--- src/rtl/hazard_stall_pkg.sv ---
// Shared pipeline constants for the hazard/stall unit: opcodes, FSM encoding
// and hazard-depth codes.
package hazard_stall_pkg;

  localparam int INSTR_W = 32;
  localparam int REG_W   = 5;
  localparam int CNT_W   = 16;

  localparam logic [5:0] OP_RTYPE = 6'h00;
  localparam logic [5:0] OP_LW    = 6'h23;
  localparam logic [5:0] OP_SW    = 6'h2B;
  localparam logic [5:0] OP_ADDI  = 6'h08;
  localparam logic [5:0] OP_BEQ   = 6'h04;
  localparam logic [5:0] OP_BNE   = 6'h05;

  localparam logic [0:0] ST_IDLE = 1'b0;
  localparam logic [0:0] ST_HOLD = 1'b1;

  typedef logic [1:0] depth_t;
  localparam depth_t DEPTH_NONE = 2'd0;
  localparam depth_t DEPTH_1    = 2'd1;
  localparam depth_t DEPTH_2    = 2'd2;

  function automatic logic is_branch_op(input logic [5:0] op);
    return (op == OP_BEQ) || (op == OP_BNE);
  endfunction

endpackage

--- src/rtl/hazard_stall_if.sv ---
// Pipeline-side view of the hazard/stall unit: stage instructions, stage
// controls in, stall/flush controls out.
interface hazard_stall_if;
  import hazard_stall_pkg::*;

  logic [INSTR_W-1:0] id_instru;
  logic [INSTR_W-1:0] ex_instru;
  logic [INSTR_W-1:0] ex_mem_instru;
  logic               c_ex_MemRead;
  logic               c_ex_RegWrite;
  logic               c_ex_mem_MemRead;
  logic               c_id_branch_taken;
  logic               c_pc_write;
  logic               c_if_id_write;
  logic               c_id_ex_bubble;
  logic               c_if_id_flush;
  logic [CNT_W-1:0]   stall_cnt;

  modport master (
    output id_instru, ex_instru, ex_mem_instru,
    output c_ex_MemRead, c_ex_RegWrite, c_ex_mem_MemRead, c_id_branch_taken,
    input  c_pc_write, c_if_id_write, c_id_ex_bubble, c_if_id_flush, stall_cnt
  );

  modport slave (
    input  id_instru, ex_instru, ex_mem_instru,
    input  c_ex_MemRead, c_ex_RegWrite, c_ex_mem_MemRead, c_id_branch_taken,
    output c_pc_write, c_if_id_write, c_id_ex_bubble, c_if_id_flush, stall_cnt
  );
endinterface

--- src/rtl/hazard_reg_decode.sv ---
// Register-usage decode of one pipeline stage's instruction: destination,
// source fields and whether rt is actually read.
module hazard_reg_decode
  import hazard_stall_pkg::*;
(
  input  logic [INSTR_W-1:0] instru,
  output logic [REG_W-1:0]   dest,
  output logic [REG_W-1:0]   rs,
  output logic [REG_W-1:0]   rt,
  output logic               rt_src,
  output logic               branch
);

  logic [5:0] op;
  logic       unused_low;

  assign op         = instru[31:26];
  assign rs         = instru[25:21];
  assign rt         = instru[20:16];
  assign unused_low = ^instru[10:0];

  // A zero dest means "writes nothing", so $zero can never create a hazard.
  always_comb begin
    dest = '0;
    case (op)
      OP_RTYPE:       dest = instru[15:11];
      OP_LW, OP_ADDI: dest = instru[20:16];
      default:        dest = '0;
    endcase
  end

  assign rt_src = (op == OP_RTYPE) || (op == OP_BEQ) || (op == OP_BNE) || (op == OP_SW);
  assign branch = is_branch_op(op);

endmodule

--- src/rtl/hazard_stall.sv ---
// Load-use / branch-operand hazard detection with a two-state stall FSM.
// Optional stall-cycle statistics counter enabled by HAZARD_STATS_EN.
module hazard_stall
  import hazard_stall_pkg::*;
(
  input  logic        clk,
  input  logic        reset,
  hazard_stall_if.slave hz
);

  logic [REG_W-1:0] id_rs, id_rt, ex_dest, mem_dest;
  logic             id_rt_src, id_branch;
  logic [REG_W-1:0] unused_id_dest, unused_ex_rs, unused_ex_rt, unused_mem_rs, unused_mem_rt;
  logic             unused_ex_rt_src, unused_ex_branch, unused_mem_rt_src, unused_mem_branch;

  hazard_reg_decode u_dec_id (
    .instru(hz.id_instru), .dest(unused_id_dest), .rs(id_rs), .rt(id_rt),
    .rt_src(id_rt_src), .branch(id_branch)
  );

  hazard_reg_decode u_dec_ex (
    .instru(hz.ex_instru), .dest(ex_dest), .rs(unused_ex_rs), .rt(unused_ex_rt),
    .rt_src(unused_ex_rt_src), .branch(unused_ex_branch)
  );

  hazard_reg_decode u_dec_mem (
    .instru(hz.ex_mem_instru), .dest(mem_dest), .rs(unused_mem_rs), .rt(unused_mem_rt),
    .rt_src(unused_mem_rt_src), .branch(unused_mem_branch)
  );

  logic   ex_hit_src, ex_hit_br, mem_hit_br;
  logic   load_use, br_alu, br_mem, br_ex;
  depth_t depth;
  logic   stall;
  logic [0:0] state, state_nxt;

  assign ex_hit_src = (ex_dest != '0) &&
                      ((ex_dest == id_rs) || (id_rt_src && (ex_dest == id_rt)));
  assign ex_hit_br  = (ex_dest != '0) && ((ex_dest == id_rs) || (ex_dest == id_rt));
  assign mem_hit_br = (mem_dest != '0) && ((mem_dest == id_rs) || (mem_dest == id_rt));

  assign load_use = hz.c_ex_MemRead && ex_hit_src;
  assign br_alu   = id_branch && hz.c_ex_RegWrite && !hz.c_ex_MemRead && ex_hit_br;
  assign br_mem   = id_branch && hz.c_ex_mem_MemRead && mem_hit_br;
  assign br_ex    = id_branch && hz.c_ex_MemRead && ex_hit_br;

  always_comb begin
    depth = DEPTH_NONE;
    if (br_ex)
      depth = DEPTH_2;
    else if (load_use || br_alu || br_mem)
      depth = DEPTH_1;
  end

  // Reset gates the outputs directly so they recover without waiting for an edge.
  assign stall     = !reset && ((state == ST_HOLD) || (depth != DEPTH_NONE));
  assign state_nxt = ((state == ST_IDLE) && (depth == DEPTH_2)) ? ST_HOLD : ST_IDLE;

  always_ff @(posedge clk or posedge reset) begin
    if (reset)
      state <= ST_IDLE;
    else
      state <= state_nxt;
  end

  assign hz.c_pc_write     = !stall;
  assign hz.c_if_id_write  = !stall;
  assign hz.c_id_ex_bubble = stall;
  assign hz.c_if_id_flush  = !reset && hz.c_id_branch_taken && !stall;

`ifdef HAZARD_STATS_EN
  logic [CNT_W-1:0] stall_cnt_q;

  always_ff @(posedge clk or posedge reset) begin
    if (reset)
      stall_cnt_q <= '0;
    else if (stall && (stall_cnt_q != {CNT_W{1'b1}}))
      stall_cnt_q <= stall_cnt_q + {{(CNT_W-1){1'b0}}, 1'b1};
  end

  assign hz.stall_cnt = stall_cnt_q;
`else
  assign hz.stall_cnt = '0;
`endif

endmodule

--- src/flat_wrapper.sv ---
// flat-port wrapper written by rule: the top's interface ports become plain ports
module hazard_stall_flat import hazard_stall_pkg::*;
  (clk, reset, hz_id_instru, hz_ex_instru, hz_ex_mem_instru, hz_c_ex_MemRead, hz_c_ex_RegWrite, hz_c_ex_mem_MemRead, hz_c_id_branch_taken, hz_c_pc_write, hz_c_if_id_write, hz_c_id_ex_bubble, hz_c_if_id_flush, hz_stall_cnt);
  hazard_stall_if hz_i ();
  input  logic clk;
  input  logic reset;
  input wire logic [$bits(hz_i.id_instru)-1:0] hz_id_instru;
  input wire logic [$bits(hz_i.ex_instru)-1:0] hz_ex_instru;
  input wire logic [$bits(hz_i.ex_mem_instru)-1:0] hz_ex_mem_instru;
  input wire logic [$bits(hz_i.c_ex_MemRead)-1:0] hz_c_ex_MemRead;
  input wire logic [$bits(hz_i.c_ex_RegWrite)-1:0] hz_c_ex_RegWrite;
  input wire logic [$bits(hz_i.c_ex_mem_MemRead)-1:0] hz_c_ex_mem_MemRead;
  input wire logic [$bits(hz_i.c_id_branch_taken)-1:0] hz_c_id_branch_taken;
  output wire logic [$bits(hz_i.c_pc_write)-1:0] hz_c_pc_write;
  output wire logic [$bits(hz_i.c_if_id_write)-1:0] hz_c_if_id_write;
  output wire logic [$bits(hz_i.c_id_ex_bubble)-1:0] hz_c_id_ex_bubble;
  output wire logic [$bits(hz_i.c_if_id_flush)-1:0] hz_c_if_id_flush;
  output wire logic [$bits(hz_i.stall_cnt)-1:0] hz_stall_cnt;
  assign hz_i.id_instru = hz_id_instru;
  assign hz_i.ex_instru = hz_ex_instru;
  assign hz_i.ex_mem_instru = hz_ex_mem_instru;
  assign hz_i.c_ex_MemRead = hz_c_ex_MemRead;
  assign hz_i.c_ex_RegWrite = hz_c_ex_RegWrite;
  assign hz_i.c_ex_mem_MemRead = hz_c_ex_mem_MemRead;
  assign hz_i.c_id_branch_taken = hz_c_id_branch_taken;
  assign hz_c_pc_write = hz_i.c_pc_write;
  assign hz_c_if_id_write = hz_i.c_if_id_write;
  assign hz_c_id_ex_bubble = hz_i.c_id_ex_bubble;
  assign hz_c_if_id_flush = hz_i.c_if_id_flush;
  assign hz_stall_cnt = hz_i.stall_cnt;
  hazard_stall u_core (.clk(clk), .reset(reset), .hz(hz_i));
endmodule
--- config.mk ---
export PLATFORM = sky130hd
export DESIGN_NAME = hazard_stall_flat
export DESIGN_NICKNAME = d
export VERILOG_FILES = /design/src/rtl/hazard_stall_pkg.sv /design/src/rtl/hazard_stall_if.sv /design/src/rtl/hazard_reg_decode.sv /design/src/rtl/hazard_stall.sv /design/src/flat_wrapper.sv
export SDC_FILE = /design/constraint.sdc
export NUM_CORES = 1
export LEC_CHECK = 0
export BUFFER_PORTS_ARGS = -buffer_cell sky130_fd_sc_hd__buf_2
export CAP_MARGIN = 20
export CORE_ASPECT_RATIO = 0.7
export CORE_UTILIZATION = 25
export DETAILED_ROUTE_END_ITERATION = 10
export PLACE_DENSITY = 0.64
export SYNTH_ARGS = -nofsm -noshare
export SYNTH_HDL_FRONTEND = slang
export SYNTH_HIERARCHICAL = 1
export SYNTH_SLANG_ARGS = --single-unit
--- constraint.sdc ---
create_clock -name clk -period 3.5 [get_ports clk]
set_clock_uncertainty 0.15 [all_clocks]
set_input_delay 0.7 -clock clk [delete_from_list [all_inputs] [get_ports clk]]
set_output_delay 0.7 -clock clk [all_outputs]
set_load 0.02 [all_outputs]
=== Word-level counts from Yosys, hierarchy flattened ===
Cells that the tools add are included.

* Muxes and demuxes: 5
* Eq/ne operators: 12
* Bitwise logic cells: 1
* Reductions and logical operators: 37

{| class="wikitable"
|+ Operators with widths
! kind !! count
|-
| $eq 5x5->1 || 4
|-
| $pmux 5 s2 || 2
|-
| $eq 6x6->1 const B || 3
|-
| $logic_not 6->1 || 3
|-
| $logic_and 1x1->1 || 16
|-
| $eq 6x3->1 const B || 2
|-
| $eq 6x4->1 const B || 2
|-
| $logic_or 1x1->1 || 10
|-
| $reduce_bool 5->1 || 2
|-
| $reduce_or 2->1 || 2
|-
| $logic_not 1->1 || 3
|-
| $eq 2x2->1 const B || 1
|-
| $mux 1 || 2
|-
| $mux 2 || 1
|-
| $reduce_bool 2->1 || 1
|-
| $not 1->1 || 1
|}

* Bits of input ports: 102
* Output and inout port bits: 20
* Bits in registers: 1
* Word-level logic and storage cells: 56

=== Depth between registers and ports, before layout ===
* Depth in word-level cells: 17
* Depth in mapped cells: 10
* Depth with buffers taken out: 9

=== Cells and area by module ===
Netlist, hierarchy kept.

{| class="wikitable"
|+ By module, submodules not included
! module !! cells an instance !! times used !! sequential area each (µm²) !! area an instance (µm²)
|-
| hazard_reg_decode || 25 || 3 || 0.0 || 215.2
|-
| hazard_stall || 66 || 1 || 25.0 || 481.7
|}

=== Least setup slack after synthesis ===
OpenSTA, ideal clock, no wires.

* Path kind: input -> output
* Start: input port hz_ex_instru[26]
* End: output port hz_c_pc_write
* Required time: 2.650 ns
* Slack: -0.633 ns
* Data arrival time: 3.283 ns
* Cell stages on the path: 10
* Cells stage by stage: or4b_1 > a211oi_4 > a22o_1 > xor2_1 > nor3_1 > a22oi_1 > nor2_1 > o22a_1 > o21ai_0 > buf_4

* Cells in the longest elaborated chain, start to end: 16
* Elaborated cells on any way between the ends: 24
* Those cells by class: 4 x eq/ne; 3 x mux; 17 x reduce/logical

{| class="wikitable"
|+ Ends and longest elaborated chain
! element !! line !! source
|-
| from (decl) || flat_wrapper.sv:8 || <nowiki>input wire logic [$bits(hz_i.ex_instru)-1:0] hz_ex_instru;</nowiki>
|-
| $eq 6x6->1 / $eq 6x4->1 (equally long branches) || hazard_reg_decode.sv:25 || <nowiki>case (op)</nowiki>
|-
| $reduce_or 2->1 || hazard_reg_decode.sv:25 ||
|-
| $pmux 5 s2 (*) || hazard_reg_decode.sv:25 ||
|-
| named net u_core.ex_dest[2] || hazard_stall.sv:11 || <nowiki>logic [REG_W-1:0] id_rs, id_rt, ex_dest, mem_dest;</nowiki>
|-
| $eq 5x5->1 || hazard_stall.sv:38, hazard_stall.sv:39 ||
|-
| $logic_and 1x1->1 || hazard_stall.sv:38 || <nowiki>((ex_dest == id_rs) || (id_rt_src && (ex_dest == id_rt)));</nowiki>
|-
| $logic_or 1x1->1 || hazard_stall.sv:38 ||
|-
| $logic_and 1x1->1 || hazard_stall.sv:37 || <nowiki>assign ex_hit_src = (ex_dest != '0) &&</nowiki>
|-
| $logic_and 1x1->1 || hazard_stall.sv:42 || <nowiki>assign load_use = hz.c_ex_MemRead && ex_hit_src;</nowiki>
|-
| $logic_or 1x1->1 (2 in series) || hazard_stall.sv:51 || <nowiki>else if (load_use || br_alu || br_mem)</nowiki>
|-
| $mux 1 || hazard_stall.sv:51 ||
|-
| $mux 2 (*) || hazard_stall.sv:49 || <nowiki>if (br_ex)</nowiki>
|-
| $reduce_bool 2->1 (*) || hazard_stall.sv:56 || <nowiki>assign stall = !reset && ((state == ST_HOLD) || (depth != DEPTH_NONE));</nowiki>
|-
| $logic_or 1x1->1 (*) || hazard_stall.sv:56 ||
|-
| $logic_and 1x1->1 (*) || hazard_stall.sv:56 ||
|-
| $logic_not 1->1 (*) || - ||
|-
| to (decl) || flat_wrapper.sv:14 || <nowiki>output wire logic [$bits(hz_i.c_pc_write)-1:0] hz_c_pc_write;</nowiki>
|}

The timed path passes the listed nets; every way through them passes the cells marked *.

=== Worst setup path in the final report ===
* Start: input port hz_ex_instru[26]
* End: output port hz_c_if_id_flush

* Cells in the longest elaborated chain, start to end: 17
* Elaborated cells on any way between the ends: 25
* Those cells by class: 4 x eq/ne; 3 x mux; 18 x reduce/logical

{| class="wikitable"
|+ Ends and longest elaborated chain
! element !! line !! source
|-
| $eq 6x6->1 / $eq 6x4->1 (equally long branches) || hazard_reg_decode.sv:25 ||
|-
| $reduce_or 2->1 || hazard_reg_decode.sv:25 ||
|-
| $pmux 5 s2 (*) || hazard_reg_decode.sv:25 ||
|-
| named net u_core.ex_dest[2] || hazard_stall.sv:11 ||
|-
| $eq 5x5->1 || hazard_stall.sv:38, hazard_stall.sv:39 ||
|-
| $logic_and 1x1->1 || hazard_stall.sv:38 ||
|-
| $logic_or 1x1->1 || hazard_stall.sv:38 ||
|-
| $logic_and 1x1->1 || hazard_stall.sv:37 ||
|-
| $logic_and 1x1->1 || hazard_stall.sv:42 ||
|-
| $logic_or 1x1->1 (2 in series) || hazard_stall.sv:51 ||
|-
| $mux 1 || hazard_stall.sv:51 ||
|-
| $mux 2 (*) || hazard_stall.sv:49 ||
|-
| $reduce_bool 2->1 (*) || hazard_stall.sv:56 ||
|-
| $logic_or 1x1->1 (*) || hazard_stall.sv:56 ||
|-
| $logic_and 1x1->1 (*) || hazard_stall.sv:56 ||
|-
| $logic_not 1->1 (*) || hazard_stall.sv:69 || <nowiki>assign hz.c_if_id_flush = !reset && hz.c_id_branch_taken && !stall;</nowiki>
|-
| $logic_and 1x1->1 (*) || hazard_stall.sv:69 ||
|-
| to (decl) || flat_wrapper.sv:17 || <nowiki>output wire logic [$bits(hz_i.c_if_id_flush)-1:0] hz_c_if_id_flush;</nowiki>
|}

Marks and branches as above.

==> summary.txt <==
Total global routing track utilization -> 12.04%
Outcome -> finished with violations
Total Nets Final -> 266
Vias after detailed routing -> 850
Drc violations -> 0
Mapped Area -> 809.5 um2
Fraction of layout instances using a drive strength above 1 -> 59.88%
Total power -> 0.1139 mW
Global route overflow -> 0
Remaining antenna violation count after routing -> 0
Met1 Wirelength -> 986 um
Startpoint Class -> primary input
Number of max-slew violations in the final report -> 0
Count of placed standard cells including taps -> 194
Yosys warnings -> 6
Met2 routed wirelength -> 902 um
Time the worst path needs with I/O delays and setup -> 3928 ps
Worst setup path category -> in2out
Leakage dissipation -> 0.5955 nW
Detailed placer's ending HPWL -> 1807 um
Worst R2R Setup Slack -> 2500 ps
DRT Wirelength -> 2004 um
Topmost layer with routed signal wires -> met3
Count of fill cells added during filler insertion -> 314
Type of destination of the critical path -> primary output
Required time of the critical path -> 2650 ps
Clock edge transition at the registers on the reported setup and hold paths -> 0 ps
Number of cells on the worst reg-to-reg path -> 1
Final setup violation count -> 4
Final worst setup slack -> -427.9 ps
Post-synthesis area per instance -> 7.937 um2
Worst R2R Start -> u_core/state$_DFF_PP0_
RR Endpoint -> u_core/state$_DFF_PP0_
First-pass DRT Iterations -> 4
Worst Path Arrival -> 3080 ps
Hold Path Class -> reg2reg
Antenna fix cells -> 0
Fin. Hold Viols -> 0
Pwr dens -> 95.04 mW/mm2
DIE AREA -> 0.003473 mm2
Detailed Route Iter0 Violations -> 13
Number of antenna violations at the first check in global routing -> 0
Violations in the final reports -> setup timing
Die height -> 49.61 um
Max FFs per register -> 1
Launch instance of the worst min-delay path -> u_core/state$_DFF_PP0_
Via count of the first global-routing pass -> 810
Number of max-capacitance violations reported -> 0
Area of the core region -> 0.002943 mm2
Unrepaired setup endpoints after global routing -> true
Number of standard cells after synthesis -> 102
WL met3 -> 115 um
Top-level port count -> 122
Wire length of the first global-routing pass -> 3588 um
Final GP Congestion -> 0.7470
Per-cell via count in the routed design -> 4.293
Synthesis-to-finish area growth -> 48.07%
Biggest regs -> u_core/state (1)
Number of stages on the worst hold path -> 1
Clock latency on the worst-skew pair -> 0 ps
DR WL/cell -> 10.12 um
Port Buf Inserts -> 57
Final critical-path share of the clock period -> 112.2%
Count of non-filler cells in the finished layout -> 198
Maximum VDD drop -> 0.03328 mV
Pin count of the biggest net entering global routing -> 6
Endpoint of the worst hold-timing path -> u_core/state$_DFF_PP0_
Highest achievable clock rate -> 254.6 MHz
Effective utilization at floorplan -> 27.51%
Die width -> 70.02 um
Number of rows in the core area -> 16
Worst Path Max Fanout -> 5
Top reg by flops -> u_core/state
## area by class of cell
class | instances | area [um2] | share of cell area (%)
Tap cell | 36 | 45.04 | 3.758
Sequential cell | 1 | 25.02 | 2.088
Timing Repair Buffer | 72 | 431.7 | 36.01
Inverter | 1 | 3.754 | 0.3132
Multi-Input combinational cell | 88 | 693.2 | 57.83
## critical path, cell delays in order
cell	delay, ps
sky130_fd_sc_hd__buf_6	90
sky130_fd_sc_hd__or4b_4	540
sky130_fd_sc_hd__a211oi_4	300
sky130_fd_sc_hd__a22o_1	260
sky130_fd_sc_hd__xor2_1	180
sky130_fd_sc_hd__nor3_2	80
sky130_fd_sc_hd__a22oi_2	190
sky130_fd_sc_hd__nor2_1	70
sky130_fd_sc_hd__o22a_2	270
sky130_fd_sc_hd__nor4b_4	220
sky130_fd_sc_hd__buf_4	180
## per-stage QoR
stage          util [%]  hold WS [ps]  area, um2  setup TNS, ps  setup slack, ps
6_report          40.73         432.1       1199          -1465           -427.9
3_5_place_dp      37.46         434.5       1102          -1900           -535.4
2_1_floorplan         -         318.1      895.9         -684.1           -255.4
4_1_cts           39.71         438.5       1169          -1460           -429.2
5_1_grt           40.73         450.6       1199          -1898           -531.5
3_3_place_gp      37.46         428.9       1102          -1794           -495.1
## repair_timing
item,4_1_cts,5_1_grt
pin swaps,9,3
setup buffers,2,2
gates resized for setup,13,3
hold buffers,0,0
setup endpoints to repair,4,4
## metal layers
layer	vias up	global-route usage, %
li1	448	-
met4	0	0
met1	360	18.60
met2	42	19.87
met3	0	0
met5	-	0
## layout by cell type (no fill, tap or decap), drive strengths merged, types with 2 or more instances in the layout
cell,count
conb,16
a21oi,2
or4b,2
a22o,10
nand3,4
a211oi,2
nand2,3
nand4b,2
buf,72
nor2,5
nor3,5
nor4b,2
xor2,16
nor4,2
xnor2,4
or3,3
o21ai,3
## how the worst max path moves through the flow
| stage | from | depth (start not counted) | slack (ps) | to |
|---|---|---|---|---|
| 2_1_floorplan | hz_ex_instru[26] | 10 | -260 | hz_c_pc_write |
| 3_3_place_gp | hz_ex_instru[26] | 11 | -500 | hz_c_if_id_flush |
| 3_5_place_dp | hz_ex_instru[26] | 11 | -540 | hz_c_if_id_flush |
| 4_1_cts | hz_ex_instru[26] | 11 | -430 | hz_c_if_id_flush |
| 5_1_grt | hz_ex_instru[26] | 11 | -530 | hz_c_if_id_flush |
| 6_report | hz_ex_instru[26] | 11 | -430 | hz_c_if_id_flush |
## where the power goes
part	internal, mW	switching, mW
clock network	0	0
logic	0.0495	0.0527
registers	0.0118	0.00000484
total	0.0613	0.0527
Power figures use the tool's default switching activity.
